--- src/rtl/bcd_scan_display_if.sv ---
// Digit/mask inputs and multiplexed display outputs of the BCD scan display.
// The master side supplies digits and masks; the slave side drives the display.
interface bcd_scan_display_if;
  logic [3:0] digit0;
  logic [3:0] digit1;
  logic [3:0] digit2;
  logic [3:0] digit3;
  logic [3:0] dp_mask;
  logic [3:0] blink_mask;
  logic       lzb_en;
  logic [3:0] an;
  logic [6:0] seg;
  logic       dp;
  logic       frame_tick;

  modport master (
    output digit0, digit1, digit2, digit3, dp_mask, blink_mask, lzb_en,
    input  an, seg, dp, frame_tick
  );

  modport slave (
    input  digit0, digit1, digit2, digit3, dp_mask, blink_mask, lzb_en,
    output an, seg, dp, frame_tick
  );
endinterface

--- src/rtl/bcd_scan_display.sv ---
// Time-multiplexes four BCD digits onto a 4-digit common-anode 7-segment
// display. Digits and masks are captured once per frame so a frame never
// shows a mix of old and new values. Each digit slot opens with a guard
// interval (all anodes off) to stop ghosting when the anode switches.
module bcd_scan_display #(
  parameter int REFRESH_DIV  = 100000,
  parameter int GUARD        = 16,
  parameter int BLINK_FRAMES = 64
) (
  input  logic                src_clk,
  input  logic                src_rst,
  bcd_scan_display_if.slave   bus
);

  localparam int CW = $clog2(REFRESH_DIV);
  localparam int FW = $clog2(BLINK_FRAMES + 1);

  localparam logic [CW-1:0] CNT_LAST   = CW'(REFRESH_DIV - 1);
  localparam logic [CW-1:0] GUARD_CNT  = CW'(GUARD);
  localparam logic [FW-1:0] FRAMES_MAX = FW'(BLINK_FRAMES);

  // Scan timing
  logic [CW-1:0]   cnt;
  logic [1:0]      idx;
  logic            frame_start;

  // Per-frame shadow copies of the inputs
  logic [3:0][3:0] sh_digit;
  logic [3:0]      sh_dp;
  logic [3:0]      sh_blink;
  logic            sh_lzb;

  // Blink state: fcnt counts frames shown so far in the current phase
  logic [FW-1:0]   fcnt;
  logic            phase;

  // Next values for the registered display outputs
  logic [3:0]      next_an;
  logic [6:0]      next_seg;
  logic            next_dp;
  logic            lz_hide;
  logic            blink_hide;

  // Active-low segment pattern {g,f,e,d,c,b,a}; non-BCD codes show a dash.
  function automatic logic [6:0] seg_decode(input logic [3:0] d);
    case (d)
      4'd0:    seg_decode = 7'h40;
      4'd1:    seg_decode = 7'h79;
      4'd2:    seg_decode = 7'h24;
      4'd3:    seg_decode = 7'h30;
      4'd4:    seg_decode = 7'h19;
      4'd5:    seg_decode = 7'h12;
      4'd6:    seg_decode = 7'h02;
      4'd7:    seg_decode = 7'h78;
      4'd8:    seg_decode = 7'h00;
      4'd9:    seg_decode = 7'h10;
      default: seg_decode = 7'h3F;
    endcase
  endfunction

  assign frame_start    = (idx == 2'd0) && (cnt == '0);
  assign bus.frame_tick = frame_start;

  // Advance the slot counter and step to the next digit at the end of each slot.
  always_ff @(posedge src_clk) begin
    // NOTE: sequential state uses non-blocking assignments so every register
    // samples pre-edge values regardless of statement order.
    if (src_rst) begin
      cnt <= '0;
      idx <= 2'd0;
    end else if (cnt == CNT_LAST) begin
      cnt <= '0;
      idx <= idx + 2'd1;
    end else begin
      cnt <= cnt + CW'(1);
    end
  end

  // Capture the inputs and advance the blink phase once per frame start.
  always_ff @(posedge src_clk) begin
    if (src_rst) begin
      sh_digit <= '0;
      sh_dp    <= '0;
      sh_blink <= '0;
      sh_lzb   <= 1'b0;
      fcnt     <= '0;
      phase    <= 1'b0;
    end else if (frame_start) begin
      sh_digit <= {bus.digit3, bus.digit2, bus.digit1, bus.digit0};
      sh_dp    <= bus.dp_mask;
      sh_blink <= bus.blink_mask;
      sh_lzb   <= bus.lzb_en;
      // The frame starting now is the first of a new phase once the current
      // phase has already been shown for BLINK_FRAMES frames.
      if (fcnt == FRAMES_MAX) begin
        phase <= ~phase;
        fcnt  <= FW'(1);
      end else begin
        fcnt  <= fcnt + FW'(1);
      end
    end
  end

  // Decide what the current slot shows: guard, hidden digit, or decoded digit.
  always_comb begin
    // NOTE: every combinational output gets a default first so no path can
    // leave it unassigned and infer a latch.
    next_an    = 4'b1111;
    next_seg   = 7'h7F;
    next_dp    = 1'b1;
    lz_hide    = 1'b0;
    blink_hide = phase && sh_blink[idx];

    // A digit is a leading zero only if it and every digit to its left are 0.
    if (sh_lzb) begin
      case (idx)
        2'd3:    lz_hide = (sh_digit[3] == 4'd0);
        2'd2:    lz_hide = (sh_digit[3] == 4'd0) && (sh_digit[2] == 4'd0);
        2'd1:    lz_hide = (sh_digit[3] == 4'd0) && (sh_digit[2] == 4'd0)
                           && (sh_digit[1] == 4'd0);
        default: lz_hide = 1'b0;
      endcase
    end

    if ((cnt >= GUARD_CNT) && !lz_hide && !blink_hide) begin
      next_an  = ~(4'b0001 << idx);
      next_seg = seg_decode(sh_digit[idx]);
      next_dp  = ~sh_dp[idx];
    end
  end

  // Register the display drive so the pins change cleanly on the clock edge.
  always_ff @(posedge src_clk) begin
    if (src_rst) begin
      bus.an  <= 4'b1111;
      bus.seg <= 7'h7F;
      bus.dp  <= 1'b1;
    end else begin
      bus.an  <= next_an;
      bus.seg <= next_seg;
      bus.dp  <= next_dp;
    end
  end

endmodule

--- src/flat_wrapper.sv ---
// flat-port wrapper written by rule: the top's interface ports become plain ports
module bcd_scan_display_flat 
#(
  parameter int REFRESH_DIV  = 100000,
  parameter int GUARD        = 16,
  parameter int BLINK_FRAMES = 64
)
  (src_clk, src_rst, bus_digit0, bus_digit1, bus_digit2, bus_digit3, bus_dp_mask, bus_blink_mask, bus_lzb_en, bus_an, bus_seg, bus_dp, bus_frame_tick);
  bcd_scan_display_if bus_i ();
  input  logic src_clk;
  input  logic src_rst;
  input wire logic [$bits(bus_i.digit0)-1:0] bus_digit0;
  input wire logic [$bits(bus_i.digit1)-1:0] bus_digit1;
  input wire logic [$bits(bus_i.digit2)-1:0] bus_digit2;
  input wire logic [$bits(bus_i.digit3)-1:0] bus_digit3;
  input wire logic [$bits(bus_i.dp_mask)-1:0] bus_dp_mask;
  input wire logic [$bits(bus_i.blink_mask)-1:0] bus_blink_mask;
  input wire logic [$bits(bus_i.lzb_en)-1:0] bus_lzb_en;
  output wire logic [$bits(bus_i.an)-1:0] bus_an;
  output wire logic [$bits(bus_i.seg)-1:0] bus_seg;
  output wire logic [$bits(bus_i.dp)-1:0] bus_dp;
  output wire logic [$bits(bus_i.frame_tick)-1:0] bus_frame_tick;
  assign bus_i.digit0 = bus_digit0;
  assign bus_i.digit1 = bus_digit1;
  assign bus_i.digit2 = bus_digit2;
  assign bus_i.digit3 = bus_digit3;
  assign bus_i.dp_mask = bus_dp_mask;
  assign bus_i.blink_mask = bus_blink_mask;
  assign bus_i.lzb_en = bus_lzb_en;
  assign bus_an = bus_i.an;
  assign bus_seg = bus_i.seg;
  assign bus_dp = bus_i.dp;
  assign bus_frame_tick = bus_i.frame_tick;
  bcd_scan_display #(.REFRESH_DIV(REFRESH_DIV), .GUARD(GUARD), .BLINK_FRAMES(BLINK_FRAMES)) u_core (.src_clk(src_clk), .src_rst(src_rst), .bus(bus_i));
endmodule
--- config.mk ---
export PLATFORM = sky130hd
export DESIGN_NAME = bcd_scan_display_flat
export DESIGN_NICKNAME = d
export VERILOG_FILES = /design/src/rtl/bcd_scan_display_if.sv /design/src/rtl/bcd_scan_display.sv /design/src/flat_wrapper.sv
export SDC_FILE = /design/constraint.sdc
export NUM_CORES = 1
export LEC_CHECK = 0
export CAP_MARGIN = 20
export CORE_MARGIN = 2
export CORE_UTILIZATION = 41
export CTS_CLUSTER_SIZE = 30
export DETAILED_ROUTE_END_ITERATION = 8
export PLACE_DENSITY_LB_ADDON = 0.15
export SLEW_MARGIN = 20
export SYNTH_ARGS = -nofsm -noshare
export SYNTH_HDL_FRONTEND = slang
export SYNTH_SLANG_ARGS = --single-unit
--- constraint.sdc ---
create_clock -name src_clk -period 2.6 [get_ports src_clk]
set_input_delay 0.52 -clock src_clk [delete_from_list [all_inputs] [get_ports src_clk]]
set_output_delay 0.52 -clock src_clk [all_outputs]
set_load 0.01 [all_outputs]
==> results of run 1 <==
## worst max-delay path by stage
| stage | from | end | slack (ps) |
|---|---|---|---|
| 3_3_place_gp | u_core.idx[0] | bus_frame_tick | 360 |
| 6_report | u_core.idx[0] | bus_frame_tick | 250 |
| 5_1_grt | u_core.idx[0] | bus_frame_tick | 100 |
| 3_5_place_dp | u_core.idx[0] | bus_frame_tick | 310 |
| 2_1_floorplan | u_core.idx[1] | bus_frame_tick | 620 |
| 4_1_cts | u_core.idx[0] | bus_frame_tick | 240 |
## per-stage QoR
stage               utilization  hold WS (ps)
floorplan                     -           425
global placement          0.488           442
detailed placement        0.488           449
CTS                       0.515           464
global route              0.515           496
finish                    0.515           457
## registers in the layout, summed over array words and instances, names as in the netlist
signal	flops
u_core.bus.an	4
u_core.idx	2
u_core.cnt	17
u_core.phase	1
u_core.sh_dp	4
u_core.fcnt	7
u_core.sh_blink	4
u_core.sh_digit	16
u_core.sh_lzb	1
u_core.bus.dp	1
u_core.bus.seg	7
## synthesized netlist by cell type (5+ instances only)
cell type  count  area share
dfxtp_1       64        0.41
ha_1          14       0.057
xor2_1         7       0.020
or3_1          5       0.010
nand4_1        8       0.016
nor2_1        22       0.027
buf_2          5      0.0081
xnor2_1        5       0.014
inv_1         17       0.021
nand2_1        6      0.0073
nand3_1       47       0.076
nor4_1         6       0.012
o21ai_0       34       0.055
clkbuf_1      15       0.018
a21oi_1       34       0.055
## layout by cell type, fill, tap and decap left out, types with 2 or more instances in the layout
master / netlist / final
o41ai_1: 3 / 3
xnor2_1: 5 / 5
ha_1: 14 / 14
and2_1: 3 / 3
o21ai_0: 34 / 34
xor2_1: 7 / 7
mux4_2: 3 / 3
nor4_1: 6 / 6
nand2_1: 6 / 6
nand4_1: 8 / 8
dfxtp_1: 64 / 64
nand3_1: 47 / 47
o21a_1: 2 / 2
clkbuf_8: 0 / 10
or4_1: 2 / 2
o21bai_1: 2 / 2
a21oi_1: 34 / 34
and3_1: 3 / 3
clkinv_2: 0 / 2
buf_4: 1 / 10
or3_1: 5 / 5
o31ai_1: 3 / 3
nor2_1: 22 / 21
nor3_1: 3 / 3
inv_1: 17 / 17
mux4_1: 3 / 3
nor3_2: 2 / 2
clkdlybuf4s50_1: 0 / 38
and4_1: 3 / 3
## area by class of cell
| type | instances | area share |
|---|---|---|
| inverter | 17 | 0.0170 |
| timing repair buffer | 49 | 0.124 |
| sequential | 64 | 0.341 |
| clock buffer | 11 | 0.0377 |
| clock inverter | 5 | 0.0150 |
| tap | 99 | 0.0330 |
| multi-input combinational | 242 | 0.433 |
## layer usage
metal / up-vias / routed length [µm] / track usage
met5: - / 0 / 0
met4: 0 / 93 / 0.0682
met3: 11 / 315 / 0.0409
met2: 54 / 3110 / 0.274
met1: 1242 / 3610 / 0.259
li1: 1336 / - / -
## critical path, cell delays in order (launching register included)
cell	delay, ps
dfxtp_1	320
inv_1	100
ha_1	210
nand2_1	90
or3_1	340
nor2_2	150
dlygate4sd2_1	290
## cell families after synthesis
logic type      Yosys count  share of synthesized area
compound gates           89                      0.164
xor+xnor                 12                     0.0340
fa+ha+maj                14                     0.0566
buf+inv                  42                     0.0619
flops                    64                      0.414
mux                       7                     0.0509
simple gates            120                      0.218
## power groups by stage
stage / clock network, mW / registers, mW / logic [mW]
final: 0.856 / 1.06 / 0.263
after global routing: 0.911 / 1.06 / 0.298
after CTS: 0.866 / 1.06 / 0.265
after detailed placement: 0 / 1.08 / 0.265
after global placement: 0 / 1.08 / 0.263
after floorplan: 0 / 1.06 / 0.182
## timing repair
item | CTS | global route
endpoints found under the setup margin | 1 | 0
gates resized for setup | 2 | 0
buffers inserted | 0 | 0
endpoints found under the hold margin | 0 | 0
==> impl_metrics.yaml, run 1 <==
drt:
  ant_nets: 0
  viasPerCell: 5.43
  wire_per_inst_um: 14.6
  drtPass1Iterations: 4
  drc: 0
  num_vias: 2643
  wirelength_um: 7130
  drt_iter0_drc: 161
floorplan:
  num_rows: 31
  ios: 40
  die_y_um: 90.9
  start_util: 0.424
  fp.dieArea_um2: 8260
  die_w_um: 90.9
  core_um2: 7290
setup_path:
  critPathArrivalTime_ps: 1830
  r2r_slack_ps: 510
  r2r_start: "u_core.idx[0]"
  critical_path.endpoint_type: "output port"
  reg2regPathDepth: 8
  crit_fanout: 3
  cp_data_required_time_ps: 2080
  crit_path_start_kind: "flop"
  r2r-end: "u_core.bus.seg[4]"
  crit_type: "flop to output port"
power_and_ir_drop:
  power_frac_seq: 0.486
  pwr-share-clk: 0.393
  swShare: 0.259
  p_comb_frac: 0.121
  ir_drop_mv: 0.276
  p_sw_mw: 0.564
  p_per_area_nw_per_um2: 580
  power_mw: 2.18
  p_leak_nw: 1.35
  p_int_mw: 1.61
sta:
  slew_headroom: 0.509
  fmax_ghz: 0.426
  finalSetupViolCount: 0
  worst_pin_slew_ps: 736
  fin_setup_tns_ps: 0
  setup_slack_ps: 250
  clock_skew_ps: 10.0
  rsz0062_at_grt: "false"
  slew_viol_final: 0
  fin_crit_sh: 0.904
  period_minus_slack_ps: 2350
  hold_violations: 0
layout:
  final_nets: 424
  seq_area_um2: 1280
  drive_gt1_frac: 0.0979
  antenna_cells: 0
  stdcell_area_um2: 3750
  synthToLayoutAreaGrowth_pct: 21.4
  stdcell_count: 487
  n_fill_cell: 703
  multi_input_area_um2: 1620
grt:
  grt_pass1_vias: 2572
  grt_use_total: 0.183
  antenna_found_initial: 0
  grt_max_degree: 35
  grt_pass1_wl_um: 12300
  grt.overflow.total: 0
yosys:
  synthDistinctLibCells: 52
  synth_ff_type: "dfxtp_1"
  synthesis.area_um2: 3090
  async_flop_share: 0
  synth_seq_cells: 64
  ys_warn_count: 0
  syn_inst: 348
  synth_edf_count: 0
  avgSynthCellArea_um2: 8.89
  seq_area_frac_synth: 0.414
  synth.net_count: 389
cts:
  cts_tree: "yes"
  insertion_delay_ps: 340
  clk_pin_slew_worst_paths_ps: 80
  numClockSinks: 64
  clk_path_buf_depth: 2
  cts_hold_buf: 0
  cts_made_buffers: 9
  cts-root-buf: "clkbuf_8"
  h-tree-depth: 3
min_path:
  min_to: "u_core.cnt[0]"
  min_path_cells: 1
  hold_start: "u_core.cnt[0]"
  worstHoldPathType: "flop to flop"
placement:
  dpl.cell_count: 471
  numPortBuffers: 39
  gp_congestion: 0.820
  place_area_um2: 3560
  dp.final_hpwl_um: 4930
  post-place-ws_ps: 311
job:
  cap_viol_max_count: 0
outcome:
  outcome: "finished, final reports clean"
Note: power is estimated with default switching activity, not from simulation.
==> run 2, diff against run 1 <==
--- a/config.mk
+++ b/config.mk
@@ -5,11 +5,10 @@
 export SDC_FILE = /design/constraint.sdc
 export NUM_CORES = 1
 export LEC_CHECK = 0
-export CAP_MARGIN = 20
-export CORE_MARGIN = 2
 export CORE_UTILIZATION = 41
 export CTS_CLUSTER_SIZE = 30
 export DETAILED_ROUTE_END_ITERATION = 8
+export HOLD_SLACK_MARGIN = 0.02
 export PLACE_DENSITY_LB_ADDON = 0.15
 export SLEW_MARGIN = 20
 export SYNTH_ARGS = -nofsm -noshare
==> run 2 against run 1 <==
  * Utilization shrank 0.63 points
  * Worst hold slack lost 1.5 ps
  * Sequential cell count is the same
  * Cell count shrank 0.21%
  * Worst setup slack lost 2.7 ps
  * Design area shrank 1.2%
  * Critical path type unchanged
==> impl_metrics.yaml, run 2 (synthesis results as in run 1) <==
outcome:
  outcome: "finished, final reports clean"
setup_path:
  path_cells: "inv_1 -> ha_1 -> nand2_1 -> or3_1 -> nor2_1 -> dlygate4sd2_1"
  crit_fanout: 3
  crit_path_start_kind: "flop"
  crit_type: "flop to output port"
  critical_path.endpoint_type: "output port"
  crit_start: "u_core.idx[0]"
  r2r-end: "u_core.bus.seg[4]"
  endpoint: "bus_frame_tick"
  cpMaxStageDelayCell: "or3_1"
  cp_data_required_time_ps: 2080
  slowest_delay_ps: 330
  r2r_slack_ps: 530
  critPathArrivalTime_ps: 1830
  reg2regPathDepth: 8
  r2r_start: "u_core.idx[0]"
floorplan:
  start_util: 0.424
  core_um2: 7290
  num_rows: 31
  fp.dieArea_um2: 7900
  ios: 40
  die_y_um: 88.9
  die_w_um: 88.9
sta:
  fmax_ghz: 0.425
  rsz0062_at_grt: "false"
  hold_violations: 0
  worst_pin_slew_ps: 715
  slew_headroom: 0.524
  fin_crit_sh: 0.905
  slew_viol_final: 0
  fin_setup_tns_ps: 0
  clock_skew_ps: 5.86
  period_minus_slack_ps: 2350
  finalSetupViolCount: 0
placement:
  numPortBuffers: 39
  gp_congestion: 0.772
  dp.final_hpwl_um: 4920
layout:
  regMostFlops: "u_core.cnt"
  synthToLayoutAreaGrowth_pct: 19.9
  n_fill_cell: 739
  multi_input_area_um2: 1620
  most-common-layout-cells: "dfxtp_1 (64), nand3_1 (47), clkdlybuf4s50_1 (38)"
  layout_commonest_cell: "dfxtp_1"
  final_util: 0.509
  seq_area_um2: 1280
  reg_top3: "u_core.cnt (17), u_core.sh_digit (16)"
  largest_register_ff_count: 17
  antenna_cells: 0
  drive_gt1_frac: 0.0904
  final_nets: 424
grt:
  grt_use_total: 0.201
  antenna_found_initial: 0
  grt_pass1_vias: 2468
  grt.overflow.total: 0
  grt_pass1_wl_um: 12000
  grt_max_degree: 35
drt:
  drtPass1Iterations: 4
  drc: 0
  viasPerCell: 5.40
  num_vias: 2624
  wirelength_um: 7020
  drt_iter0_drc: 149
  wire_per_inst_um: 14.5
  ant_nets: 0
power_and_ir_drop:
  p_per_area_nw_per_um2: 545
  p_leak_nw: 1.33
  ir_drop_mv: 0.375
job:
  cap_viol_max_count: 0
cts:
  cts_tree: "yes"
  post-cts-setup-buffer-count: 0
  h-tree-depth: 3
  clk_pin_slew_worst_paths_ps: 70
  cts_resized: 1
  cts-root-buf: "clkbuf_8"
  insertion_delay_ps: 330
  cts_made_buffers: 9
  numClockSinks: 64
  clk_path_buf_depth: 2
  cts_hold_buf: 0
min_path:
  worstHoldPathType: "flop to flop"
==> run 2: changes by cell type in the layout (fill, tap and decap cells not counted), sizes merged <==
cell    previous run  this run
bufinv             1         0
==> run 2: where the power goes <==
| part | internal [mW] | switching, mW | total [mW] |
|---|---|---|---|
| logic | 0.121 | 0.142 | 0.263 |
| registers | 1.02 | 0.0323 | 1.06 |
| clock network | 0.336 | 0.365 | 0.701 |
==> run 2: through the flow <==
| stage | cell area (µm²) | worst slack, ps | hold WS [ps] | power (mW) | cells |
|---|---|---|---|---|---|
| 5_1_grt | 3710 | 152 | 500 | 2.13 | 486 |
| 2_1_floorplan | 3090 | 616 | 425 | 1.25 | 348 |
| 6_report | 3710 | 248 | 455 | 2.02 | 486 |
| 3_5_place_dp | 3560 | 337 | 445 | 1.34 | 471 |
| 4_1_cts | 3710 | 239 | 461 | 2.05 | 486 |
| 3_3_place_gp | 3560 | 351 | 441 | 1.34 | 471 |
==> run 2: worst max-delay path: cells and delay by family (launching register included) <==
kind / cells / cell delay [ps]
fa+ha+maj: 1 / 190
buf+inv: 2 / 410
flops: 1 / 310
simple gates: 3 / 600
==> run 2: cell type report <==
type	count	area share
Multi-Input combinational cell	242	0.437
Inverter	17	0.0172
Timing Repair Buffer	49	0.125
Clock inverter	4	0.00607
Clock buffer	11	0.0354
Tap cell	99	0.0334
Sequential cell	64	0.345
==> run 2: how the worst min path moves through the flow <==
stage / depth (start not counted) / start / to
2_1_floorplan: 1 / u_core.cnt[0] / u_core.cnt[0]
3_3_place_gp: 1 / u_core.cnt[0] / u_core.cnt[0]
3_5_place_dp: 1 / u_core.cnt[0] / u_core.cnt[0]
4_1_cts: 1 / u_core.cnt[0] / u_core.cnt[0]
5_1_grt: 1 / u_core.cnt[0] / u_core.cnt[0]
6_report: 1 / u_core.cnt[0] / u_core.cnt[0]
==> run 2: per-layer routing <==
metal,vias to the layer above,routed length [µm],global-route usage
met5,-,0,0
met4,0,93,0.0777
met3,8,209,0.0392
met2,44,3170,0.316
met1,1241,3550,0.271
li1,1331,-,-
